--- src/rtl/core_pkg.sv ---
// Shared core types for the dispatch stage.
//   dispatch_uop_t : renamed micro-op carried through the dispatch queue
//   uop_class_e    : functional class, selects RS or LSU as the destination
package core_pkg;

    localparam int unsigned CORE_XLEN   = 32;
    localparam int unsigned CORE_PHYS_W = 6;

    typedef enum logic [2:0] {
        UC_ALU,
        UC_BRANCH,
        UC_LOAD,
        UC_STORE,
        UC_CAS
    } uop_class_e;

    typedef struct packed {
        logic [6:0]             opcode;
        logic [3:0]             alu_func;
        logic [CORE_PHYS_W-1:0] prs1;
        logic [CORE_PHYS_W-1:0] prs2;
        logic [CORE_PHYS_W-1:0] prd;
        logic                   rs1_valid;
        logic                   rs2_valid;
        logic                   rd_valid;
        logic [4:0]             arch_rs1;
        logic [4:0]             arch_rs2;
        logic [4:0]             arch_rd;
        logic [CORE_XLEN-1:0]   imm;
        logic [CORE_XLEN-1:0]   pc;
        uop_class_e             uclass;
    } dispatch_uop_t;

    // Memory-class uops go to the LSU; everything else to the RS.
    function automatic logic is_mem_class(input uop_class_e c);
        return (c == UC_LOAD) || (c == UC_STORE) || (c == UC_CAS);
    endfunction

endpackage

--- src/rtl/dispatch_scoreboard.sv ---
// Physical-register ready scoreboard.
//   clk, reset_n     : clock, asynchronous active-low reset (all ready)
//   flush            : synchronous return to all-ready
//   clr_en / clr_tag : per dispatch lane, mark destination not ready
//   set_en / set_tag : per CDB port, mark written-back tag ready
//   rd_tag / rd_ready: combinational lookups (two per dispatch lane)
module dispatch_scoreboard #(
    parameter int unsigned PHYS_W = 6,
    parameter int unsigned DISP_W = 2,
    parameter int unsigned CDB_W  = 2
) (
    input  logic                             clk,
    input  logic                             reset_n,
    input  logic                             flush,
    input  logic [DISP_W-1:0]                clr_en,
    input  logic [DISP_W-1:0][PHYS_W-1:0]    clr_tag,
    input  logic [CDB_W-1:0]                 set_en,
    input  logic [CDB_W-1:0][PHYS_W-1:0]     set_tag,
    input  logic [2*DISP_W-1:0][PHYS_W-1:0]  rd_tag,
    output logic [2*DISP_W-1:0]              rd_ready
);

    localparam int unsigned PREGS = 1 << PHYS_W;

    logic [PREGS-1:0] ready_q, ready_d;

    // Sets applied before clears so a same-cycle clear wins.
    always_comb begin
        ready_d = ready_q;
        if (flush) begin
            ready_d = '1;
        end else begin
            for (int c = 0; c < CDB_W; c++) begin
                if (set_en[c]) ready_d[set_tag[c]] = 1'b1;
            end
            for (int d = 0; d < DISP_W; d++) begin
                if (clr_en[d]) ready_d[clr_tag[d]] = 1'b0;
            end
        end
    end

    always_ff @(posedge clk or negedge reset_n) begin
        if (!reset_n) ready_q <= '1;
        else          ready_q <= ready_d;
    end

    always_comb begin
        for (int i = 0; i < 2 * DISP_W; i++) rd_ready[i] = ready_q[rd_tag[i]];
    end

endmodule

--- src/rtl/dispatch_queue.sv ---
// Circular dispatch queue: buffers renamed uops and issues up to DISP_W per cycle
// in program order to ROB, RS and LSU, with operand readiness and credit tracking.
//   ren_*           : rename-side enqueue (prefix-contiguous valids, all-or-nothing)
//   prf_rtag/rdata  : combinational PRF reads for the head lanes
//   cdb_*           : writeback broadcast (scoreboard set and operand bypass)
//   rob_*           : ROB free count / indices in, allocation strobes out
//   rs_/lsu_alloc_en: per-lane destination strobes; *_release return credits
//   disp_*          : dispatch payload and resolved operands per lane
module dispatch_queue
    import core_pkg::*;
#(
    parameter int unsigned FETCH_W       = 2,
    parameter int unsigned DISP_W        = 2,
    parameter int unsigned DQ_DEPTH      = 8,
    parameter int unsigned XLEN          = 32,
    parameter int unsigned PHYS_W        = 6,
    parameter int unsigned ROB_IDX_W     = 5,
    parameter int unsigned CDB_W         = 2,
    parameter int unsigned MEM_PER_CYCLE = 1,
    parameter int unsigned RS_CREDITS    = 16,
    parameter int unsigned LSU_CREDITS   = 8
) (
    input  logic                                    clk,
    input  logic                                    reset_n,
    input  logic                                    flush_pipeline,
    input  logic [FETCH_W-1:0]                      ren_valid,
    input  dispatch_uop_t [FETCH_W-1:0]             ren_uop,
    output logic                                    ren_ready,
    output logic [2*DISP_W-1:0][PHYS_W-1:0]         prf_rtag,
    input  logic [2*DISP_W-1:0][XLEN-1:0]           prf_rdata,
    input  logic [CDB_W-1:0]                        cdb_valid,
    input  logic [CDB_W-1:0][PHYS_W-1:0]            cdb_tag,
    input  logic [CDB_W-1:0][XLEN-1:0]              cdb_value,
    input  logic [ROB_IDX_W:0]                      rob_free,
    input  logic [DISP_W-1:0][ROB_IDX_W-1:0]        rob_alloc_idx,
    output logic [DISP_W-1:0]                       rob_alloc_en,
    output logic [DISP_W-1:0]                       rs_alloc_en,
    output logic [DISP_W-1:0]                       lsu_alloc_en,
    output dispatch_uop_t [DISP_W-1:0]              disp_uop,
    output logic [DISP_W-1:0][ROB_IDX_W-1:0]        disp_rob_idx,
    output logic [DISP_W-1:0][XLEN-1:0]             disp_src1_val,
    output logic [DISP_W-1:0][XLEN-1:0]             disp_src2_val,
    output logic [DISP_W-1:0]                       disp_src1_ready,
    output logic [DISP_W-1:0]                       disp_src2_ready,
    input  logic [$clog2(RS_CREDITS+1)-1:0]         rs_release,
    input  logic [$clog2(LSU_CREDITS+1)-1:0]        lsu_release
);

    localparam int unsigned PTR_W  = $clog2(DQ_DEPTH);
    localparam int unsigned CNT_W  = PTR_W + 1;
    localparam int unsigned RS_CW  = $clog2(RS_CREDITS + 1);
    localparam int unsigned LSU_CW = $clog2(LSU_CREDITS + 1);

    dispatch_uop_t           mem_q [DQ_DEPTH];
    logic [PTR_W-1:0]        head_q, head_d, tail_q, tail_d;
    logic [CNT_W-1:0]        count_q, count_d;
    logic [RS_CW-1:0]        rs_cnt_q, rs_cnt_d;
    logic [LSU_CW-1:0]       lsu_cnt_q, lsu_cnt_d;

    dispatch_uop_t           head_uop [DISP_W];
    logic [DISP_W-1:0]       lane_valid, lane_mem;
    logic [CNT_W-1:0]        enq_cnt, disp_cnt;
    logic                    enq_fire;
    logic [RS_CW-1:0]        rs_used;
    logic [LSU_CW-1:0]       lsu_used;
    int unsigned             mem_used;
    logic                    scan_ok;
    logic [RS_CW:0]          rs_sum;
    logic [LSU_CW:0]         lsu_sum;
    logic [2*DISP_W-1:0]     sb_ready;
    logic [DISP_W-1:0]       sb_clr_en;
    logic [DISP_W-1:0][PHYS_W-1:0] sb_clr_tag;

    // ---------------- enqueue ----------------
    // Ready uses the current count only; same-cycle dispatch frees nothing here.
    assign ren_ready = !flush_pipeline &&
                       ((CNT_W'(DQ_DEPTH) - count_q) >= CNT_W'(FETCH_W));
    assign enq_fire  = ren_ready && (|ren_valid);

    always_comb begin
        enq_cnt = '0;
        if (enq_fire) begin
            for (int i = 0; i < FETCH_W; i++) enq_cnt = enq_cnt + CNT_W'(ren_valid[i]);
        end
    end

    // ---------------- head lanes ----------------
    always_comb begin
        for (int k = 0; k < DISP_W; k++) begin
            head_uop[k]   = mem_q[head_q + PTR_W'(k)];
            lane_valid[k] = CNT_W'(k) < count_q;
            lane_mem[k]   = is_mem_class(head_uop[k].uclass);
        end
    end

    // ---------------- in-order dispatch scan ----------------
    always_comb begin
        rob_alloc_en = '0;
        rs_alloc_en  = '0;
        lsu_alloc_en = '0;
        rs_used      = '0;
        lsu_used     = '0;
        mem_used     = 0;
        disp_cnt     = '0;
        scan_ok      = !flush_pipeline;
        for (int k = 0; k < DISP_W; k++) begin
            if (scan_ok && lane_valid[k] && (rob_free > (ROB_IDX_W+1)'(k))) begin
                if (lane_mem[k]) begin
                    if ((lsu_cnt_q > lsu_used) && (mem_used < MEM_PER_CYCLE)) begin
                        rob_alloc_en[k] = 1'b1;
                        lsu_alloc_en[k] = 1'b1;
                        lsu_used        = lsu_used + LSU_CW'(1);
                        mem_used        = mem_used + 1;
                        disp_cnt        = disp_cnt + CNT_W'(1);
                    end else begin
                        scan_ok = 1'b0;
                    end
                end else if (rs_cnt_q > rs_used) begin
                    rob_alloc_en[k] = 1'b1;
                    rs_alloc_en[k]  = 1'b1;
                    rs_used         = rs_used + RS_CW'(1);
                    disp_cnt        = disp_cnt + CNT_W'(1);
                end else begin
                    scan_ok = 1'b0;
                end
            end else begin
                scan_ok = 1'b0;
            end
        end
    end

    // ---------------- payload and operands ----------------
    always_comb begin
        logic              src_v;
        logic [PHYS_W-1:0] tag;
        logic              rdy;
        logic [XLEN-1:0]   val;
        disp_uop        = '0;
        disp_rob_idx    = '0;
        disp_src1_val   = '0;
        disp_src2_val   = '0;
        disp_src1_ready = '0;
        disp_src2_ready = '0;
        prf_rtag        = '0;
        for (int k = 0; k < DISP_W; k++) begin
            if (lane_valid[k]) begin
                disp_uop[k]       = head_uop[k];
                disp_rob_idx[k]   = rob_alloc_idx[k];
                prf_rtag[2*k]     = head_uop[k].prs1;
                prf_rtag[2*k + 1] = head_uop[k].prs2;
            end
            for (int s = 0; s < 2; s++) begin
                src_v = (s == 0) ? head_uop[k].rs1_valid : head_uop[k].rs2_valid;
                tag   = (s == 0) ? head_uop[k].prs1 : head_uop[k].prs2;
                rdy   = 1'b1;
                val   = '0;
                if (!src_v) begin
                    val = (s == 0) ? '0 : head_uop[k].imm;
                end else if (tag != '0) begin
                    rdy = sb_ready[2*k + s];
                    val = prf_rdata[2*k + s];
                    // Ascending scan: the highest matching CDB port wins.
                    for (int c = 0; c < CDB_W; c++) begin
                        if (cdb_valid[c] && (cdb_tag[c] == tag)) begin
                            rdy = 1'b1;
                            val = cdb_value[c];
                        end
                    end
                    // Producer in an older lane of this group: not ready yet.
                    for (int j = 0; j < DISP_W; j++) begin
                        if ((j < k) && rob_alloc_en[j] && head_uop[j].rd_valid &&
                            (head_uop[j].prd == tag)) begin
                            rdy = 1'b0;
                        end
                    end
                end
                if (!lane_valid[k]) begin
                    rdy = 1'b0;
                    val = '0;
                end
                if (s == 0) begin
                    disp_src1_ready[k] = rdy;
                    disp_src1_val[k]   = val;
                end else begin
                    disp_src2_ready[k] = rdy;
                    disp_src2_val[k]   = val;
                end
            end
        end
    end

    // ---------------- scoreboard ----------------
    always_comb begin
        for (int k = 0; k < DISP_W; k++) begin
            sb_clr_en[k]  = rob_alloc_en[k] && head_uop[k].rd_valid && (head_uop[k].prd != '0);
            sb_clr_tag[k] = head_uop[k].prd;
        end
    end

    dispatch_scoreboard #(
        .PHYS_W (PHYS_W),
        .DISP_W (DISP_W),
        .CDB_W  (CDB_W)
    ) u_scoreboard (
        .clk      (clk),
        .reset_n  (reset_n),
        .flush    (flush_pipeline),
        .clr_en   (sb_clr_en),
        .clr_tag  (sb_clr_tag),
        .set_en   (cdb_valid),
        .set_tag  (cdb_tag),
        .rd_tag   (prf_rtag),
        .rd_ready (sb_ready)
    );

    // ---------------- next state ----------------
    always_comb begin
        rs_sum  = (RS_CW+1)'(rs_cnt_q) - (RS_CW+1)'(rs_used) + (RS_CW+1)'(rs_release);
        lsu_sum = (LSU_CW+1)'(lsu_cnt_q) - (LSU_CW+1)'(lsu_used) + (LSU_CW+1)'(lsu_release);
        rs_cnt_d  = (rs_sum > (RS_CW+1)'(RS_CREDITS)) ? RS_CW'(RS_CREDITS) : rs_sum[RS_CW-1:0];
        lsu_cnt_d = (lsu_sum > (LSU_CW+1)'(LSU_CREDITS)) ? LSU_CW'(LSU_CREDITS)
                                                        : lsu_sum[LSU_CW-1:0];
        head_d  = head_q + PTR_W'(disp_cnt);
        tail_d  = tail_q + PTR_W'(enq_cnt);
        count_d = count_q - disp_cnt + enq_cnt;
        if (flush_pipeline) begin
            rs_cnt_d  = RS_CW'(RS_CREDITS);
            lsu_cnt_d = LSU_CW'(LSU_CREDITS);
            head_d    = '0;
            tail_d    = '0;
            count_d   = '0;
        end
    end

    always_ff @(posedge clk or negedge reset_n) begin
        if (!reset_n) begin
            for (int i = 0; i < DQ_DEPTH; i++) mem_q[i] <= '0;
            head_q    <= '0;
            tail_q    <= '0;
            count_q   <= '0;
            rs_cnt_q  <= RS_CW'(RS_CREDITS);
            lsu_cnt_q <= LSU_CW'(LSU_CREDITS);
        end else begin
            head_q    <= head_d;
            tail_q    <= tail_d;
            count_q   <= count_d;
            rs_cnt_q  <= rs_cnt_d;
            lsu_cnt_q <= lsu_cnt_d;
            for (int i = 0; i < FETCH_W; i++) begin
                if (enq_fire && ren_valid[i]) mem_q[tail_q + PTR_W'(i)] <= ren_uop[i];
            end
        end
    end

    // Credit return beyond capacity means the consumer double-released.
    always_ff @(posedge clk) begin
        if (reset_n && !flush_pipeline) begin
            assert (rs_sum <= (RS_CW+1)'(RS_CREDITS));
            assert (lsu_sum <= (LSU_CW+1)'(LSU_CREDITS));
        end
    end

endmodule

--- config.mk ---
export PLATFORM = sky130hd
export DESIGN_NAME = dispatch_queue
export DESIGN_NICKNAME = d
export VERILOG_FILES = /design/src/rtl/core_pkg.sv /design/src/rtl/dispatch_scoreboard.sv /design/src/rtl/dispatch_queue.sv
export SDC_FILE = /design/constraint.sdc
export NUM_CORES = 2
export LEC_CHECK = 0
export ABC_AREA = 1
export CAP_MARGIN = 15
export CELL_PAD_IN_SITES_DETAIL_PLACEMENT = 2
export CELL_PAD_IN_SITES_GLOBAL_PLACEMENT = 2
export CORE_AREA = 8 8 491 493
export DETAILED_ROUTE_END_ITERATION = 10
export DIE_AREA = 0 0 499 501
export GPL_TIMING_DRIVEN = 0
export PLACE_DENSITY_LB_ADDON = 0.1
export SETUP_SLACK_MARGIN = 0.3
export SYNTH_ARGS = -nofsm -noshare
export SYNTH_HDL_FRONTEND = slang
export SYNTH_HIERARCHICAL = 1
export SYNTH_SLANG_ARGS = --single-unit
export TNS_END_PERCENT = 20
--- constraint.sdc ---
create_clock -name clk -period 7.6 [get_ports clk]
set_input_delay 1.9 -clock clk [delete_from_list [all_inputs] [get_ports clk]]
set_output_delay 1.9 -clock clk [all_outputs]
set_load 0.01 [all_outputs]
### After elaboration in Yosys (flattened, before gate mapping)

Cells that the tools add are included.
Widths: inputs -> output; s select.

* word-level logic and storage cells: 366
* output and inout port bits: 401
* flip-flop bits (word level): 995
* input bits: 464

* eq/ne operators: 16
* magnitude comparators: 30
* mux-type cells: 136
* reduce and logical (&&, ||, !) cells: 41
* bitwise operators: 10
* add/sub/neg operators: 15

Operators by type and width (number)
* $bwmux 912: 2
* $mux 912: 2
* $mux 114: 8
* $bmux 114 s3: 2
* $demux 114 s3: 2
* $mux 32: 20
* $mux 64: 8
* $and 64x64->64: 2
* $not 64->64: 2
* $or 64x64->64: 2
* $eq 6x6->1: 10
* $mux 1: 60
* $lt 6x7->1 const B: 8
* $mux 4: 12
* $reduce_bool 6->1: 6
* $mux 5: 7
* $lt 32x1->1 const B: 1
* $logic_and 1x1->1: 29
* $bmux 1 s6: 4
* $demux 1 s6: 4
* $ge 6x1->1 const B: 4
* $mux 12: 2
* $ge 4x4->1 const B: 4
* $not 3->4: 4
* 30 further kinds: 43

### Logic depth before layout (Yosys ltp)

* word-level depth: 19
* gate-level depth with buffers: 33
* gate-level depth less buffers: 30

### Modules after synthesis

Netlist, hierarchy kept.

By module, submodules not included
* dispatch_queue: cells each 10842, area each 69954.6 sq um, seq. area each 23299.8 sq um, instances 1
* dispatch_scoreboard: cells each 1110, area each 6525.0 sq um, seq. area each 1681.6 sq um, instances 1

### Worst setup path before layout

No wires, ideal clock.

* path kind: input to output
* start: input rob_free[2]
* end: output rob_alloc_en[1]
* arrival: 3577 ps
* data required time: 5700 ps
* buffers on the path: 0
* setup slack: 2123 ps
* stages on the path: 15
* cells stage by stage: or2_2 -> nor3_1 -> nand2_1 -> nand3_1 -> nor2_1 -> nand2_1 -> inv_1 -> ha_1 -> nor2_1 -> nor2_1 -> inv_1 -> nor2_1 -> a21oi_1 -> nand2_1 -> inv_1

* cells in the longest elaborated chain, start to end: 8
* elaborated cells between the ends (all ways): 17
* those cells by class: order compare (5); mux (8); reduce/logical (4)

RTL lines
* from (decl): line dispatch_queue.sv:34 `input logic [ROB_IDX_W:0] rob_free,`
* $gt 6x1->1: line dispatch_queue.sv:107 `if (scan_ok && lane_valid[k] && (rob_free > (ROB_IDX_W+1)'(k))) begin`
* $logic_and 1x1->1: line dispatch_queue.sv:107
* $mux 1: line dispatch_queue.sv:107
* $lt 32x1->1 / $gt 4x4->1 (equally long branches): line dispatch_queue.sv:109 `if ((lsu_cnt_q > lsu_used) && (mem_used < MEM_PER_CYCLE)) begin`
* $logic_and 1x1->1: line dispatch_queue.sv:109
* $mux 1: line dispatch_queue.sv:109
* $mux 1: line dispatch_queue.sv:108 `if (lane_mem[k]) begin`
* $mux 1 (*): line dispatch_queue.sv:107
* to (decl): line dispatch_queue.sv:36 `output logic [DISP_W-1:0] rob_alloc_en,`

Mark *: on every way between the ends. The rest lies on a longest branch, timed or not.

==> metrics.md <==
| Metric | Value |
|---|---|
| Largest net degree at the start of global routing | `about 150` |
| Synth Warn # | `6` |
| I/O pins | `between 800 and 900` |
| Max Root-Sink Buffers | `3` |
| Reg2reg end | `rs_cnt_q[3]$_DFF_PN0_` |
| Die Ht | `501 um` |
| Final setup fails | `3` |
| Clock-pin slew on the worst setup and hold paths | `~60 ps` |
| Total gr overflow | `0` |
| Num rows | `178` |
| Worst hold stages | `2` |
| Status | `finished, violations left` |
| Syn Nets | `between 10000 and 15000` |
| Lkg Pwr | `approximately 44 nW` |
| Fillcell total | `~28000` |
| Cell Area, Placed | `0.0898 mm2` |
| Final Critical Period | `approximately 7700 ps` |
| Synthesized cell area | `0.0765 mm2` |
| Depth of the CTS H-tree | `4` |
| Worst Path Max Fanout | `10` |
| Vias/cell | `about 6.5` |
| DR pass1 iterations | `9` |
| Worst rel slew slack | `0.0294` |
| Critical path arrival | `a little under 6000 ps` |
| First-pass GRT wire length | `859000 um` |
| DRC errors left | `0` |
| Hold slack final | `around 540 ps` |
| CTS root buffer | `clkbuf_16` |
| Vias in the first global route | `between 100k and 150k` |
| Wire per inst | `a little under 40 um` |
| VDD IR max | `around 0.00026 V` |
| Gpl congestion | `1.02` |
| P per Cell Area | `between 500 and 600 mW/mm2` |
| Final hold vios | `0` |
| GRT Overall Usage | `0.478` |
| Fmax | `130 MHz` |
| Total number of vias | `around 110k` |
| Layout cells sized above 1 | `0.0736` |
| Core ar. | `~0.23 mm2` |
| Die X | `~500 um` |
| Routed Antenna Nets | `0` |
| Final worst slack | `-112 ps` |
| IO Port Bufs | `864` |
| Type of origin of the critical path | `flop` |
| Worst r2r src | `head_q[0]$_DFF_PN0_` |
| Post-synthesis sequential element count | `~1000` |
| Final Slew Violations | `0` |
| Post-synthesis sequential area ratio | `0.327` |
| Final nets | `approximately 14000` |
| Violated checks | `setup timing` |
| CTS Buf Count | `~130` |
| Hold endpoint | `mem_q[883]$_DFF_PN0_` |
| RSZ-0062 raised after global routing | `true` |
| Setup CP Type | `reg2out` |
| Critical Path RT | `around 5700 ps` |
| Crit. End Element | `output pin` |
| CTS tree | `done` |
| Sink Count | `approximately 1000` |
| Hold Path Origin | `mem_q[883]$_DFF_PN0_` |
| DRT iter0 DRCs | `around 12000` |
| Hold WC Path Type | `reg2reg` |
| Worst Reg-to-Reg Cells | `30` |
| Initial antenna violation count | `a little over 90` |
| Clock Skew | `about 30 ps` |
| Hpwl dp | `476000 um` |
| Die area | `roughly 0.25 mm2` |
| Unique masters post-synth | `between 50 and 60` |
| Final Cell Area | `around 0.095 mm2` |
| Area grow syn2layout | `24.4%` |
| Initial core utilization | `0.327` |
| Maxcap violations | `0` |
| Clock latency at the later pin of the worst-skew pair | `840 ps` |
| Final Cycle Share | `1.01` |
| Non-filler cells, final | `~16000` |
| Dpl cells | `15914` |
| # hold bufs at CTS | `0` |
| Worst slew pin tran | `about 1500 ps` |
| Gate Count Post-Synth | `about 12000` |
| Post-synthesis average cell area | `6.40 um2` |
| Setup slack, reg-to-reg | `1850 ps` |
| WL final | `629000 um` |
| Final Total Pwr | `about 0.053 W` |
-- routing by layer --
layer | part of all wire | track usage
met1 | 0.36 | 0.547
met2 | 0.43 | 0.715
met3 | 0.11 | 0.153
met4 | 0.10 | 0.425
met5 | 0.00037 | 0
-- power breakdown --
part,total (W),leakage (nW),switching (W),internal [W]
Combinational,0.0377,30.4,0.0259,0.0118
Sequential,0.00917,12.0,0.00165,0.00752
Clock,0.00656,2.08,0.00289,0.00367
-- metrics by stage --
| step | TNS [ps] | utilization | setup WS [ps] |
|---|---|---|---|
| after floorplan | 0 | - | 2120 |
| after global placement | - | 0.381 | -46750 |
| after detailed placement | -3320 | 0.384 | -1270 |
| after CTS | 0 | 0.404 | 22.8 |
| after global routing | 0 | 0.407 | 129 |
| final | -195 | 0.407 | -112 |
-- synth_stat cells, drive strengths merged --
library cell,n,area (um2)
a31oi,133,832
clkinv,6,22.5
ha,33,413
xor2,10,106
buf,468,2630
o22ai,26,163
o31ai,32,240
nand3b,2,15.0
or2,6,37.5
xnor2,5,51.3
nor4,2,12.5
and3,1,6.26
o311ai,1,8.76
a211oi,11,82.6
nor3,25,183
a22oi,5,37.5
o21ai,2451,12300
nand3,845,4270
o211ai,384,2890
o221ai,43,377
dfrtp,929,23200
a21boi,3,26.3
o32ai,19,166
a221oi,13,114
and2,1,6.26
dfstp,66,1730
clkbuf,540,2030
nand4,116,732
a21oi,1441,7220
inv,1615,6060
conb,1,3.75
fa,8,160
nand2,2030,7660
nor2,678,2650
o21a,1,7.51
o21bai,2,15.0
-- cell usage in the layout, fill, tap and decap left out, types with 28 or more instances in the layout --
master	count
nand3_1	831
a31oi_1	130
o21ai_0	2383
nand2_1	2003
dfrtp_1	929
clkbuf_8	34
ha_1	31
nand4_1	115
a21oi_1	1440
nor2_1	636
clkbuf_2	62
o21ai_1	66
buf_1	70
inv_1	1573
nor2_2	28
buf_2	282
buf_4	93
buf_6	35
buf_8	32
clkdlybuf4s50_1	853
o211ai_1	383
o221ai_1	43
dfstp_2	66
clkbuf_1	506
diode_2	79
inv_2	38
clkbuf_16	136
-- critical path, stage by stage (launching register included) --
cell and delay (ps):
dfrtp_1 460, ha_1 340, buf_2 260, inv_4 140
buf_4 230, buf_4 240, clkdlybuf4s15_1 810, a21oi_1 390
o21ai_0 150, nand3_1 160, o31ai_2 240, nor2_1 610
nor2_1 90, a21oi_1 170, clkdlybuf4s50_1 660
-- registers in the layout, indices dropped and copies added, names as in the netlist --
name                  cells
count_q                   4
head_q                    3
lsu_cnt_q                 4
mem_q                   912
rs_cnt_q                  5
tail_q                    3
u_scoreboard/ready_q     64
-- what timing repair did --
| action | CTS | global route |
|---|---|---|
| endpoints found under the setup margin | 185 | 128 |
| pin swaps | 3 | 3 |
| gates resized for setup | 100 | 88 |
| setup buffers | 3 | 5 |
-- layout make-up --
type,instances,area (um2),share of cell area
Clock buffer,205,3980,0.0419
Timing Repair Buffer,934,9790,0.103
Antenna cell,79,198,0.00208
Tap cell,3060,3830,0.0403
Sequential cell,995,25000,0.263
Multi-Input combinational cell,8328,41200,0.433
Inverter,1621,6100,0.0641
Clock inverter,24,244,0.00257
Buffer,1008,4830,0.0508
-- kinds of logic after synthesis --
group | share of synthesized area
buf+inv | 0.140
compound gates | 0.320
other cells | 0.0000490
simple gates | 0.204
fa+ha+maj | 0.00749
flops | 0.327
xor+xnor | 0.00206
-- worst max path at each step --
stage                                    start                   end  slack (ps)  cells past startpoint
after floorplan                    rob_free[2]       rob_alloc_en[1]        2120                     15
after global placement                 reset_n  mem_q[508]$_DFF_PN0_      -46750                      1
after detailed placement  count_q[1]$_DFF_PN0_    disp_src2_ready[0]       -1270                     23
after CTS                  head_q[0]$_DFF_PN0_     disp_src2_val[29]          20                     13
final                      head_q[0]$_DFF_PN0_     disp_src2_val[34]        -110                     14
after global routing       head_q[0]$_DFF_PN0_     disp_src2_val[23]         130                     12
No activity file was read; power rests on OpenSTA's default activity.
